`config.mk`:
```
export PLATFORM = sky130hd
export DESIGN_NAME = fixed_point_acc_stream
export DESIGN_NICKNAME = d
export VERILOG_FILES = /design/src/rtl/fixed_point_acc_stream.sv
export SDC_FILE = /design/constraint.sdc
export NUM_CORES = 1
export LEC_CHECK = 0
export CORE_MARGIN = 8
export CORE_UTILIZATION = 40
export CTS_CLUSTER_DIAMETER = 40
export DETAILED_ROUTE_END_ITERATION = 10
export PLACE_DENSITY = 0.66
export SYNTH_ARGS = -nofsm -noshare
export SYNTH_HDL_FRONTEND = slang
export SYNTH_SLANG_ARGS = --single-unit
```
`constraint.sdc`:
```
create_clock -name clk -period 5.3 [get_ports clk]
set_input_delay 1.06 -clock clk [delete_from_list [all_inputs] [get_ports clk]]
set_output_delay 1.06 -clock clk [all_outputs]
set_load 0.02 [all_outputs]
```
`src/rtl/fixed_point_acc_stream.sv`:
```
// Kernel-window accumulator: sums NUM_TERMS aligned products, adds bias, saturates to DATA_WIDTH.
// Optional ReLU on the saturated result when FIXED_POINT_ACC_RELU_EN is defined.
module fixed_point_acc_stream #(
  parameter int DATA_WIDTH = 32,
  parameter int INTEGER    = 24,
  parameter int FRACTION   = 8,
  parameter int NUM_TERMS  = 9,
  parameter int GUARD_BITS = 8
) (
  input  logic                  clk,
  input  logic                  reset,
  input  logic                  prod_valid,
  input  logic [DATA_WIDTH-1:0] prod_data,
  output logic                  prod_ready,
  input  logic [DATA_WIDTH-1:0] bias,
  output logic                  out_valid,
  output logic [DATA_WIDTH-1:0] out_data,
  output logic                  out_sat,
  input  logic                  out_ready
);

  localparam int ACC_WIDTH = DATA_WIDTH + GUARD_BITS;
  localparam int CNT_W     = (NUM_TERMS > 1) ? $clog2(NUM_TERMS) : 1;
  localparam logic [CNT_W-1:0] LAST = CNT_W'(NUM_TERMS - 1);

  if (NUM_TERMS < 1 || NUM_TERMS > 1024 || INTEGER + FRACTION != DATA_WIDTH) begin : g_bad_param
    $error("fixed_point_acc_stream: illegal parameter combination");
  end

  typedef enum logic [1:0] {ACC, FIN, HOLD} state_t;

  state_t state, state_nxt;

  logic signed [ACC_WIDTH-1:0] acc;
  logic signed [ACC_WIDTH-1:0] prod_ext;
  logic signed [ACC_WIDTH-1:0] bias_ext;
  logic signed [ACC_WIDTH-1:0] sum;
  logic signed [ACC_WIDTH-1:0] max_v;
  logic signed [ACC_WIDTH-1:0] min_v;
  logic [CNT_W-1:0]            cnt;
  logic                        sat_hi;
  logic                        sat_lo;
  logic [DATA_WIDTH-1:0]       sat_val;
  logic [DATA_WIDTH-1:0]       res;
  logic                        prod_fire;

  assign prod_ext = {{GUARD_BITS{prod_data[DATA_WIDTH-1]}}, prod_data};
  assign bias_ext = {{GUARD_BITS{bias[DATA_WIDTH-1]}}, bias};
  assign sum      = acc + bias_ext;
  assign max_v    = {{(GUARD_BITS+1){1'b0}}, {(DATA_WIDTH-1){1'b1}}};
  assign min_v    = {{(GUARD_BITS+1){1'b1}}, {(DATA_WIDTH-1){1'b0}}};
  assign sat_hi   = sum > max_v;
  assign sat_lo   = sum < min_v;

  always_comb begin
    sat_val = sum[DATA_WIDTH-1:0];
    if (sat_hi) begin
      sat_val = {1'b0, {(DATA_WIDTH-1){1'b1}}};
    end else if (sat_lo) begin
      sat_val = {1'b1, {(DATA_WIDTH-1){1'b0}}};
    end
  end

`ifdef FIXED_POINT_ACC_RELU_EN
  // out_sat still reflects clipping of the signed sum, not the ReLU clamp.
  assign res = sat_val[DATA_WIDTH-1] ? '0 : sat_val;
`else
  assign res = sat_val;
`endif

  assign prod_fire = prod_valid & prod_ready;

  always_ff @(posedge clk) begin
    if (reset) begin
      state <= ACC;
    end else begin
      state <= state_nxt;
    end
  end

  always_comb begin
    state_nxt  = state;
    prod_ready = 1'b0;
    case (state)
      ACC: begin
        prod_ready = 1'b1;
        if (prod_valid && cnt == LAST) begin
          state_nxt = FIN;
        end
      end
      FIN:  state_nxt = HOLD;
      HOLD: begin
        if (out_ready) begin
          state_nxt = ACC;
        end
      end
      default: state_nxt = ACC;
    endcase
  end

  always_ff @(posedge clk) begin
    if (reset) begin
      acc       <= '0;
      cnt       <= '0;
      out_valid <= 1'b0;
      out_data  <= '0;
      out_sat   <= 1'b0;
    end else begin
      case (state)
        ACC: begin
          if (prod_fire) begin
            acc <= acc + prod_ext;
            cnt <= (cnt == LAST) ? '0 : cnt + CNT_W'(1);
          end
        end
        FIN: begin
          out_data  <= res;
          out_sat   <= sat_hi | sat_lo;
          out_valid <= 1'b1;
        end
        HOLD: begin
          if (out_ready) begin
            out_valid <= 1'b0;
            acc       <= '0;
          end
        end
        default: ;
      endcase
    end
  end

endmodule

```
Yosys cells after proc, flatten, opt, wreduce, memory -nomap -nowiden
Cells that the tools add are included.

operators by class
  add/sub/neg operators = 3
  multipliers = 0
  divide/modulo/power cells = 0
  $lt $le $gt $ge = 2
  equality and inequality tests = 6
  shift-type cells = 0
  multiplexer cells = 12
  bitwise gates (word level) = 2
  reduce and logical (&&, ||, !) cells = 8

operator list
  cell                                                                                count
  40-bit by 32-bit adder with 40-bit output                                           2
  40-bit 2-to-1 mux                                                                   2
  40-bit case mux with 2 select lines                                                 1
  32-bit 2-to-1 mux                                                                   2
  40-bit by 32-bit greater-than comparator with 1-bit output (second input constant)  1
  40-bit by 32-bit less-than comparator with 1-bit output (second input constant)     1
  2-bit inequality test (second input constant)                                       3
  2-bit case mux with 3 select lines                                                  1
  2-bit AND reduction                                                                 3
  4-bit by 1-bit adder with 4-bit output (second input constant)                      1
  4-bit equality test (second input constant)                                         1
  2-bit 2-to-1 mux                                                                    2
  4-bit 2-to-1 mux                                                                    1
  2-bit nonzero test                                                                  2
  3-bit AND reduction                                                                 1
  2-bit by 1-bit equality test with 1-bit output (second input constant)              1
  2-bit equality test (second input constant)                                         1
  2-bit logical NOT                                                                   1
  1-bit 2-to-1 mux                                                                    2
  1-bit case mux with 2 select lines                                                  1
  1-bit bitwise AND                                                                   1
  1-bit logical AND                                                                   1
  1-bit OR                                                                            1

storage, ports and cells
  flip-flop bits (word level) = 80
  latch bits = 0
  bits in writable memories = 0
  ROM bits = 0
  bits of input ports = 68
  output and inout bits = 35
  logic and storage cells = 39
  memories kept = 0

Depth between registers and ports, before layout
  depth after elaboration = 5
  mapped depth = 15
  depth with buffers taken out = 13

Worst setup path after synthesis
Ideal clock, no wire load.

  path kind = input port to flip-flop
  from = in bias[0]
  to = reg out_data[10]
  arrival = 4,330 ps
  path slack = 833 ps
  cell stages on the path = 14
  path buffers = 1
  cells stage by stage = ha_1 > fa_1 > a211oi_1 > o21ai_1 > o21ai_2 > o31a_4 > o31ai_4 > a21o_1 > xor2_1 > or4_1 > or4b_4 > o32ai_4 > buf_6 > o32ai_1

on the way
  cells in the longest elaborated chain, start to end = 4
  elaborated cells on any way between the ends = 5
  those cells by class = add/sub: 1; order compare: 2; mux: 2

ends and longest elaborated chain
  what                                                     line  source
  start, declared                                          15    input logic [DATA_WIDTH-1:0] bias,
  40-bit by 32-bit adder with 40-bit output (*)            49    assign sum = acc + bias_ext;
  40-bit by 32-bit less-than comparator with 1-bit output  53    assign sat_lo = sum < min_v;
  32-bit 2-to-1 mux                                        59    end else if (sat_lo) begin
  32-bit 2-to-1 mux (*)                                    57    if (sat_hi) begin
  end signal, assigned                                     117   out_data <= res;
  end, declared                                            17    output logic [DATA_WIDTH-1:0] out_data,

Mark *: on every way between the ends. The rest lies on a longest branch, timed or not.
A chain may end at the register's enable or synchronous reset.

Worst setup path in the final report
  from = in bias[0]
  to = reg out_data[9]

Same word-level chain as after synthesis.

==> flow_summary.yaml <==
synthesis:
  yosys.area_share.simple_pct: 18.6
  synth_enable_flop_cells: 0
  ys.warnings.count: 0
  ys_seq_area_share_pct: 22.6
  synth_top_family_by_area: "compound AO/OA/AOI/OAI gates"
  synthMuxAreaShare_pct: 0.141
  synthXorXnorAreaFrac_pct: 8.66
  async_flop_share_pct: 0
  ys_ff_latch: 80
  yosys.cell_types.count: 74
  synth_cells: 881
  syn_area_per_cell_um2: 8.03
  synthFlopType: "dfxtp_1"
  synth_nets: 1031
  synth_compound_gate_area_share_pct: 31.4
  syn_area_um2: 7080
  synth_fa_ha_area_share_pct: 14.7
die:
  row_count: 48
  coreArea_um2: 17300
  io_pins: 103
  die_area_um2: 22200
  die_w_um: 149
  die_y_um: 149
  initial_utilization_pct: 40.9
sta:
  tightest_slew_ps: 680
  fin_setup_tns_ps: 0
  fin_crit_sh_pct: 89.3
  fmax_ghz: 0.211
  rsz0062_at_grt: "false"
  relSlewSlack_pct: 54.6
  fin_skew_ps: 8.68
  min_period_ps: 4730
  slew_violations: 0
  setup_viol: 0
  final-hold-violation-count: 0
setup_path:
  path_cells: "clkdlybuf4s50_1, ha_1, fa_1, a211oi_1, o21ai_1, o21ai_2, o31a_4, o31ai_4, a21o_1, xor2_1, or4_1, or4b_4, o32ai_4, buf_12, o32ai_2"
  end_kind: "flop"
  slowest_stage: "or4b_4"
  crit_fanout: 32
  cp_slowest_stage_delay_ps: 500
  crit_required_ps: 5510
  startpoint_type: "input port"
  arrival_ps: 4940
  critical_path_class: "input port to flop"
clock_network:
  cts_sinks: 80
  cts_tree: "built"
  numCtsBuffers: 9
  postCtsSetupRepairBufs: 0
  clock_latency_ps: 350
  cts_max_path_buffers: 2
  cts_resized: 0
  cts_hold_buf: 0
  h-tree-depth: 3
  cts_root_buf: "clkbuf_16"
  path_clk_slew_ps: 60
power:
  power.density_nw_per_um2: 287
  pwr-share-clk_pct: 23.9
  combPwrFrac_pct: 47.0
  p_switching_mw: 0.971
  sequentialPowerShare_pct: 29.1
  leakage_nw: 3.49
  switching_share_pct: 39.7
  power_mw: 2.45
  internal_power_mw: 1.47
  peakVddDrop_mv: 0.175
place:
  numPortBuffers: 102
  routabilityCongestion: 0.869
  placed_cell_area_um2: 8260
  detailed_place_hpwl_um: 15300
detailed_routing:
  drtAntennaViolNets: 0
  drc: 0
  drt-initial-drc-count: 362
  routed_wl_um: 19600
  wire_per_inst_um: 16.4
  viasPerCell: 5.59
  firstDrtPassIters: 5
  vias: 6684
outcome:
  status: "complete, no violations"
grt:
  grt.overflow.total: 0
  grt_usage_pct: 17.4
  grt_pass1_wl_um: 31500
  grt_pass1_vias: 6136
  grt_max_degree: 74
  antenna_found_initial: 0
finish:
  final_layout_size_suffix_gt1_share_pct: 5.26
  n_antenna_cell: 0
  area_growth_pct: 20.5
  fin_nets: 1115
  final_area_um2: 8530
job:
  maxCapViolCount: 0
worst_hold_path:
  hold_class: "flop to flop"
==> final cells by class <==
class | count | area, um2
Clock inverter | 4 | 28.8
Multi-Input combinational cell | 745 | 5210
Timing Repair Buffer | 113 | 1110
Fill cell | 1768 | 8770
Sequential cell | 80 | 1600
Tap cell | 225 | 282
Clock buffer | 12 | 236
Inverter | 16 | 60.1
==> layer usage <==
metal | wire [um] | GRT usage [%]
met3 | 938 | 2.73
met5 | 0 | 0
met1 | 9890 | 24.5
met4 | 233 | 5.00
met2 | 8580 | 26.8
==> kinds of logic (layout without fill, tap and decap cells) <==
logic type,count (synthesis),count (layout)
AND/OR/NAND/NOR,272,272
flip-flops,80,80
adder cells (fa/ha/maj),82,82
multiplexers,1,1
XOR/XNOR,70,70
buffers and inverters,56,145
AO/OA/AOI/OAI,320,320
==> through the flow <==
| step | std cells | util, % | setup slack (ps) | hold slack, ps |
|---|---|---|---|---|
| after floorplan | 881 | - | 833 | 451 |
| after global placement | 1179 | 47.8 | 312 | 476 |
| after detailed placement | 1179 | 47.8 | 227 | 484 |
| after CTS | 1195 | 49.3 | 577 | 493 |
| after global routing | 1195 | 49.3 | 394 | 518 |
| final | 1195 | 49.3 | 568 | 493 |
==> placed cells by master, fill, tap and decap left out, types with 12 or more instances in the layout <==
cell	count
xnor2_1	37
nand2_1	64
a22oi_1	21
xor2_1	33
nand3_1	13
clkdlybuf4s50_1	101
inv_1	16
o32ai_1	25
nor2_1	93
o21bai_1	13
a21oi_1	78
ha_1	80
nand4_1	12
a21o_1	35
dfxtp_1	80
o21ai_0	55
nor3_1	12
or3_1	30
==> power groups by stage <==
stage	sequential, mW	clock, mW	combinational, mW
floorplan	0.697	0	0.888
global placement	0.724	0	1.13
detailed placement	0.725	0	1.13
CTS	0.712	0.591	1.14
global route	0.718	0.617	1.28
finish	0.713	0.583	1.15
==> registers in the layout, indices dropped and copies added (netlist names) <==
register / flops
out_data: 32
out_valid: 1
acc: 40
cnt: 4
out_sat: 1
state: 2
==> final timing paths <==
kind,start,end,slack [ps],cells after the start
max reg2reg,acc[0],out_data[9],1360,14
min,acc[27],acc[27],490,2
min reg2reg,acc[27],acc[27],490,2
max,bias[0],out_data[9],570,15
==> cell usage after synthesis, drive strengths merged, types with 3 or more instances <==
| master | count | area, um2 |
|---|---|---|
| buf | 16 | 116 |
| o21ai | 59 | 299 |
| a211o | 3 | 26.3 |
| nand4 | 12 | 75.1 |
| a22oi | 21 | 158 |
| nand2 | 64 | 240 |
| nor2b | 6 | 37.5 |
| nor2 | 93 | 349 |
| or2 | 4 | 25.0 |
| xnor2 | 37 | 324 |
| o2bb2ai | 4 | 35.0 |
| dfxtp | 80 | 1600 |
| xor2 | 33 | 289 |
| a211oi | 11 | 87.6 |
| a31oi | 11 | 68.8 |
| and2 | 7 | 43.8 |
| and4 | 5 | 46.3 |
| o21a | 10 | 75.1 |
| nand3 | 13 | 65.1 |
| ha | 80 | 1000 |
| o32ai | 30 | 312 |
| o31ai | 5 | 51.3 |
| a21oi | 80 | 408 |
| nor3 | 12 | 60.1 |
| and3 | 8 | 50.1 |
| inv | 16 | 60.1 |
| a221o | 3 | 30.0 |
| a21boi | 4 | 30.0 |
| nand2b | 8 | 50.1 |
| or3 | 30 | 188 |
| clkbuf | 22 | 82.6 |
| o21bai | 13 | 97.6 |
| o211ai | 8 | 60.1 |
| a21o | 35 | 263 |
==> critical path, delay by kind of cell <==
family                     cells  cell delay, ps
AOI/OAI and AO/OA              8            1460
xor gates and xnor gates       1             150
adders and majority gates      2             650
buffers and inverters          2             640
and+or+nand+nor                2             970
No activity file was read; power rests on OpenSTA's default activity.
